<file path="src/rtl/rng_arbiter.sv">
// Random-word arbiter: starts a random-number generator, takes its words
// through a one-entry holding buffer and hands each word to exactly one
// requester, rotating round-robin over the active requests.
//
// state   | meaning
// --------+---------------------------------------------------------
// ST_IDLE | generator stopped; buffered word (if any) still drains
// ST_START| one-cycle start pulse towards the generator
// ST_RUN  | generator words accepted whenever the buffer can take one
module rng_arbiter #(
  parameter int N_REQ  = 4,
  parameter int DATA_W = 32
) (
  input  logic              clock,
  input  logic              resetn,
  input  logic              enable,
  output logic              rng_start,
  input  logic [DATA_W-1:0] rng_data,
  input  logic              rng_valid,
  output logic              rng_ready,
  input  logic [N_REQ-1:0]  req,
  output logic [N_REQ-1:0]  grant,
  output logic [DATA_W-1:0] rand_data,
  output logic [31:0]       served_count,
  output logic              busy
);

  localparam int PTR_W = $clog2(N_REQ);

  typedef enum logic [1:0] {
    ST_IDLE  = 2'd0,
    ST_START = 2'd1,
    ST_RUN   = 2'd2
  } state_t;

  state_t             state_q, state_d;
  logic               buf_valid_q, buf_valid_d;
  logic [DATA_W-1:0]  buf_data_q, buf_data_d;
  logic [PTR_W-1:0]   rr_ptr_q, rr_ptr_d;
  logic [N_REQ-1:0]   grant_q, grant_d;
  logic [DATA_W-1:0]  rand_data_q, rand_data_d;
  logic [31:0]        served_q, served_d;

  logic               consume;
  logic               xfer;
  logic               win_found;
  logic [PTR_W-1:0]   win_idx;
  int                 cand;

  // The buffer drains in any state, so consumption does not look at the FSM.
  assign consume   = buf_valid_q & (|req);
  assign rng_ready = (state_q == ST_RUN) & (~buf_valid_q | consume);
  assign xfer      = rng_valid & rng_ready;

  assign rng_start    = (state_q == ST_START);
  assign busy         = (state_q == ST_RUN);
  assign grant        = grant_q;
  assign rand_data    = rand_data_q;
  assign served_count = served_q;

  // Round-robin search: first active request at or above rr_ptr, wrapping.
  always_comb begin
    win_found = 1'b0;
    win_idx   = '0;
    cand      = 0;
    for (int k = 0; k < N_REQ; k++) begin
      cand = int'(rr_ptr_q) + k;
      if (cand >= N_REQ) cand = cand - N_REQ;
      if (!win_found && req[cand]) begin
        win_found = 1'b1;
        win_idx   = cand[PTR_W-1:0];
      end
    end
  end

  // Next-state logic for the FSM, holding buffer, grant and counters.
  always_comb begin
    state_d     = state_q;
    buf_valid_d = buf_valid_q;
    buf_data_d  = buf_data_q;
    rr_ptr_d    = rr_ptr_q;
    grant_d     = '0;
    rand_data_d = rand_data_q;
    served_d    = served_q;

    unique case (state_q)
      ST_IDLE:  if (enable) state_d = ST_START;
      ST_START: state_d = ST_RUN;
      ST_RUN:   if (!enable) state_d = ST_IDLE;
      default:  state_d = ST_IDLE;
    endcase

    if (consume) begin
      grant_d[win_idx] = 1'b1;
      rand_data_d      = buf_data_q;
      served_d         = served_q + 32'd1;
      if (win_idx == PTR_W'(N_REQ - 1)) rr_ptr_d = '0;
      else                              rr_ptr_d = win_idx + PTR_W'(1);
      buf_valid_d      = 1'b0;
    end

    // A same-cycle transfer refills the slot just freed, sustaining one grant per cycle.
    if (xfer) begin
      buf_valid_d = 1'b1;
      buf_data_d  = rng_data;
    end
  end

  // State registers; reset discards any buffered word and pending grant.
  always_ff @(posedge clock) begin
    if (!resetn) begin
      state_q     <= ST_IDLE;
      buf_valid_q <= 1'b0;
      buf_data_q  <= '0;
      rr_ptr_q    <= '0;
      grant_q     <= '0;
      rand_data_q <= '0;
      served_q    <= '0;
    end else begin
      state_q     <= state_d;
      buf_valid_q <= buf_valid_d;
      buf_data_q  <= buf_data_d;
      rr_ptr_q    <= rr_ptr_d;
      grant_q     <= grant_d;
      rand_data_q <= rand_data_d;
      served_q    <= served_d;
    end
  end

endmodule

</file>
<file path="config.mk">
export PLATFORM = sky130hd
export DESIGN_NAME = rng_arbiter
export DESIGN_NICKNAME = d
export VERILOG_FILES = /design/src/rtl/rng_arbiter.sv
export SDC_FILE = /design/constraint.sdc
export NUM_CORES = 1
export LEC_CHECK = 0
export CORE_MARGIN = 3
export CORE_UTILIZATION = 50
export DETAILED_ROUTE_END_ITERATION = 8
export PLACE_DENSITY = 0.85
export SYNTH_ARGS = -nofsm -noshare
export SYNTH_HDL_FRONTEND = slang
export SYNTH_SLANG_ARGS = --single-unit
</file>
<file path="constraint.sdc">
create_clock -name clock -period 4.4 [get_ports clock]
set_clock_uncertainty 0.05 [all_clocks]
set_input_delay 0.88 -clock clock [delete_from_list [all_inputs] [get_ports clock]]
set_output_delay 0.88 -clock clock [all_outputs]
set_load 0.1 [all_outputs]
</file>
==> results.toml, run 1 <==
[status]
outcome = "completed"

[die]
fp.dieH_um = 97.5
fp-row-count = 32
initial_core_util = 0.528
num_io_pins = 111
die_area_mm2 = 0.00950
dieWidth_um = 97.5
core-area_mm2 = 0.00793

[timing]
layout_min_cycle_time_ps = 3350
slew_viol_final = 0
layout_setup_ws_ps = 1050
relSlewSlack = 0.321
final_hold_viol_count = 0
post-route-period-util = 0.761
rsz0062_at_grt = "no"
worst_pin_slew_ps = 1020
holdWs_ps = 409
tns_ps = 0
finalSetupViolations = 0
clock.fmax_mhz = 299

[logic_synthesis]
avgSynthCellArea_um2 = 8.85
seq_area_frac_synth = 0.502
yosys-mux-area-fraction = 0.0789
yosysMostFrequentCell = "dfxtp_1"
synthTopCellsByCount = "dfxtp_1 (105), nand2_1 (81), a21oi_1 (56)"
synth_top_family_by_area = "simple AND/OR/NAND/NOR gates"
synth_xor_area_frac = 0.0209
synth_warnings = 0
synth_nets = 518
yosysUniqueCellTypes = 39
synth_simple_gate_area_frac = 0.225
ys_dominant_reg_cell = "dfxtp_1"
netlist_instances = 473
yosys-top-cells-area = "dfxtp_1 (50%), mux2i_1 (7.9%), nand2_1 (7.3%)"
synth_top_area_cell = "dfxtp_1"
synth_compound_area_frac = 0.120
synth-edff-count = 0
yosysTopAreaCellShare = 0.502
synthArstFlopShare = 0
synth-adder-area-share = 0.0149
synth_area_mm2 = 0.00419
yosys_register_bits = 105

[route]
ant_nets = 0
drtIter0Drc = 168
drc = 0
drt_wl_total_mm = 10.2
vias_per_cell = 5.49
first_pass_iters = 5
num_vias = 3714
wire_per_inst_um = 15.0

[clocking]
tritoncts = "built"
clock-sinks = 105
cts_hold_buf = 0
cts.path.max_buffers = 2
root_buffer = "clkbuf_8"
cts_setup_buffers = 0
cts_buffers = 9
clk_pin_slew_ps = 100
insertion_delay_ps = 370
cts_max_level = 3
post_cts_resized = 0

[job]
maxCapViolations = 0

[worst_setup_path]
startpoint_type = "input pin"
worstPathMaxFanout = 5
reg2reg_slack_ps = 1890
arrival_ps = 2420
setup.worst_path.class = "in -> out"
reg2reg_depth = 4
required_ps = 3470
endpoint_kind = "primary output"
timing.rr.end = "served_count[30]"
crit_start = "req[0]"
reg2reg_from = "buf_valid_q"

[min_path]
min_to = "rand_data[29]"
holdPathStages = 2
min-delay-start = "buf_data_q[29]"
hold_class = "reg -> reg"

[cells_and_area]
nets = 615
drive_above_1_share = 0.0452
area_growth_pct = 31.7
insertedDiodeCount = 0
finish.utilization = 0.695
finalNonFillerCells = 677
fin_area_mm2 = 0.00551

[global_route]
grt_pass1_vias = 3436
track_usage = 0.210
grt_antenna_before_repair = 0
grt_pass1_wl_mm = 16.4
grt_start_max_net_pins = 50
grt-ovfl-total = 0

[place]
place_area_mm2 = 0.00534
post-place-ws_ps = 1010
port_buffers = 110
hpwl_mm = 7.09
numPlacedInstances = 661
place_congestion = 0.765

[power_and_ir_drop]
ir_worst_vdd_v = 0.000195
power.leakage_nw = 1.82
finalPower_mw = 1.63
power_density_mw_per_mm2 = 295
-- worst max-delay path by stage --
stage	depth (start not counted)	slack, ps	end
2_1_floorplan	2	1030	rng_ready
3_3_place_gp	5	1080	served_count[30]
3_5_place_dp	5	1010	served_count[30]
4_1_cts	4	1070	rng_ready
5_1_grt	4	970	rng_ready
6_report	4	1050	rng_ready
-- placed cells by master (no fill, tap or decap), types with 2 or more instances in the layout --
cell               n
clkdlybuf4s50_1  109
dfxtp_1          105
nand2_1           81
a21oi_1           56
nor2_1            44
mux2i_1           33
or4_1             13
nand3_1           12
o31ai_1           11
nand4_1            9
clkbuf_8           9
inv_1              8
and3_1             8
nand2b_1           6
and4_1             6
or3_1              6
o21ai_0            6
xor2_1             6
buf_4              6
ha_1               5
xnor2_1            4
o21a_1             3
inv_6              3
clkinvlp_4         3
nor2b_1            2
a211oi_1           2
nor3_1             2
nor4_1             2
o41ai_1            2
-- worst max-delay path, stage by stage --
cell and delay (ps):
clkdlybuf4s50_1 500, nor4_2 630, a21oi_1 150, buf_4 260
-- flip-flops by register name, indices dropped and copies added (netlist names) --
register	cells
buf_data_q	32
rand_data	32
served_count	32
grant	4
rr_ptr_q	2
state_q	2
buf_valid_q	1
-- power breakdown --
part	leakage [nW]	switching [mW]	internal (mW)	total [mW]
clock network	0.0799	0.338	0.212	0.550
logic	0.898	0.0612	0.0512	0.112
registers	0.847	0.00527	0.958	0.963
-- per-layer routing --
layer	global-route usage	part of all wire	wire length, µm	vias to the layer above
li1	-	-	-	1833
met1	0.261	0.43	4410	1748
met2	0.359	0.50	5030	124
met3	0.0467	0.059	604	9
met4	0.0692	0.011	112	0
met5	0	0	0	-
-- layout make-up --
type / count / area (µm²)
Timing Repair Buffer: 115 / 1140
Clock buffer: 10 / 128
Sequential cell: 105 / 2100
Tap cell: 102 / 128
Inverter: 9 / 33.8
Clock inverter: 6 / 48.8
Multi-Input combinational cell: 330 / 1940
Fill cell: 633 / 2420
-- logic make-up (layout without fill, tap and decap cells) --
logic type | count (synthesis) | after routing
AO/OA/AOI/OAI | 86 | 86
XOR/XNOR | 10 | 10
adder cells (fa/ha/maj) | 5 | 5
buffers and inverters | 38 | 140
flip-flops | 105 | 105
multiplexers | 33 | 33
AND/OR/NAND/NOR | 196 | 196
Note: power is estimated with default switching activity, not from simulation.
==> inputs of run 2 (changes only) <==
- CORE_UTILIZATION: 50 -> 48
- PLACE_DENSITY: 0.85 -> 0.82
- clock period: 4.4 -> 3.44 ns (I/O delays scaled with it)
==> run 2 against run 1 <==
Sequential power increased by 28%. Sequential cell count is the same. Setup slack worse by 390 ps. Routed wire length fell by 0.51%. Combinational power grew 33%. Critical path type unchanged. Critical endpoint unchanged.
==> results.toml, run 2 (synthesis gave the netlist of run 1 again) <==
[worst_setup_path]
arrival_ps = 2040
reg2reg_from = "served_count[0]"
reg2reg_depth = 5
endpoint_kind = "primary output"
worstPathMaxFanout = 6
setup.worst_path.class = "in -> out"
reg2reg_slack_ps = 1110
startpoint_type = "input pin"
timing.rr.end = "served_count[22]"
required_ps = 2700

[place]
port_buffers = 110
place_congestion = 0.787
place_area_mm2 = 0.00529
numPlacedInstances = 667
hpwl_mm = 7.14

[timing]
tns_ps = 0
slew_viol_final = 0
clock.fmax_mhz = 360
holdWs_ps = 406
post-route-period-util = 0.807
layout_min_cycle_time_ps = 2770
rsz0062_at_grt = "no"
worst_pin_slew_ps = 1010
finalSetupViolations = 0
relSlewSlack = 0.327
final_hold_viol_count = 0

[clocking]
cts.path.max_buffers = 2
insertion_delay_ps = 350
tritoncts = "built"
root_buffer = "clkbuf_8"
cts_max_level = 3
clk_pin_slew_ps = 90
cts_hold_buf = 0
post_cts_resized = 0
cts_setup_buffers = 0
clock-sinks = 105
cts_buffers = 9

[cells_and_area]
final_common_cell = "dfxtp_1"
insertedDiodeCount = 0
finalNonFillerCells = 682
nFillCells = 709
layout_common_cells = "dfxtp_1 (105), nand2_1 (81), clkdlybuf4s50_1 (65)"
drive_above_1_share = 0.121
multiInputGateArea_mm2 = 0.00194
nets = 618
area_growth_pct = 30.3
ff_latch_area_mm2 = 0.00210
fin_area_mm2 = 0.00545

[die]
num_io_pins = 111
initial_core_util = 0.502
die_area_mm2 = 0.00988
core-area_mm2 = 0.00834
dieWidth_um = 99.4
fp-row-count = 33
fp.dieH_um = 99.4

[route]
vias_per_cell = 5.41
drt_wl_total_mm = 10.1
drc = 0
drtIter0Drc = 122
ant_nets = 0
num_vias = 3687
first_pass_iters = 4
wire_per_inst_um = 14.8

[job]
maxCapViolations = 0

[power_and_ir_drop]
ir_worst_vdd_v = 0.000283
power.leakage_nw = 1.94
finalPower_mw = 2.05
power_density_mw_per_mm2 = 375

[global_route]
track_usage = 0.204
grt_pass1_vias = 3537
grt-ovfl-total = 0
grt_pass1_wl_mm = 16.5
grt_antenna_before_repair = 0
grt_start_max_net_pins = 48

[min_path]
min_to = "rand_data[22]"
min-delay-start = "buf_data_q[22]"
holdPathStages = 2
hold_class = "reg -> reg"

[status]
outcome = "completed"
==> run 2: cell count changes in the layout (fill, tap and decap cells not counted), sizes merged <==
cell and change:
buf +47, inv -3, clkinvlp -1, clkbuf +3, clkdlybuf4s50 -44
==> run 2: worst max path at each step <==
stage / startpoint / endpoint / slack [ps]
3_5_place_dp: req[3] / served_count[22] / 510
4_1_cts: req[0] / rng_ready / 660
3_3_place_gp: req[3] / served_count[28] / 610
5_1_grt: req[0] / rng_ready / 510
2_1_floorplan: req[1] / rng_ready / 460
6_report: req[1] / rng_ready / 670
==> run 2: where the power goes <==
group          switching, mW  internal [mW]  total [mW]
clock network          0.384          0.281       0.665
logic                 0.0788         0.0699       0.149
registers            0.00683           1.23        1.23
==> run 2: critical path: stages <==
cell and delay [ps]:
clkdlybuf4s50_1 510, nor4_2 450, a21oi_1 180, buf_12 200
==> run 2: layout make-up <==
cell class / instances / area share
tap: 105 / 0.0241
sequential: 105 / 0.385
clock buffer: 13 / 0.0273
timing repair buffer: 118 / 0.199
clock inverter: 2 / 0.00275
inverter: 9 / 0.00620
multi-input combinational: 330 / 0.355
==> run 2: through the flow <==
stage / worst slack (ps) / util
floorplan: 456 / -
global placement: 605 / 0.634
detailed placement: 513 / 0.634
CTS: 657 / 0.654
global route: 507 / 0.654
finish: 665 / 0.654
==> run 2: metal layers <==
metal	wire length, µm	track usage
met1	4350	0.243
met4	111	0.0662
met2	4930	0.351
met5	0	0
met3	709	0.0624
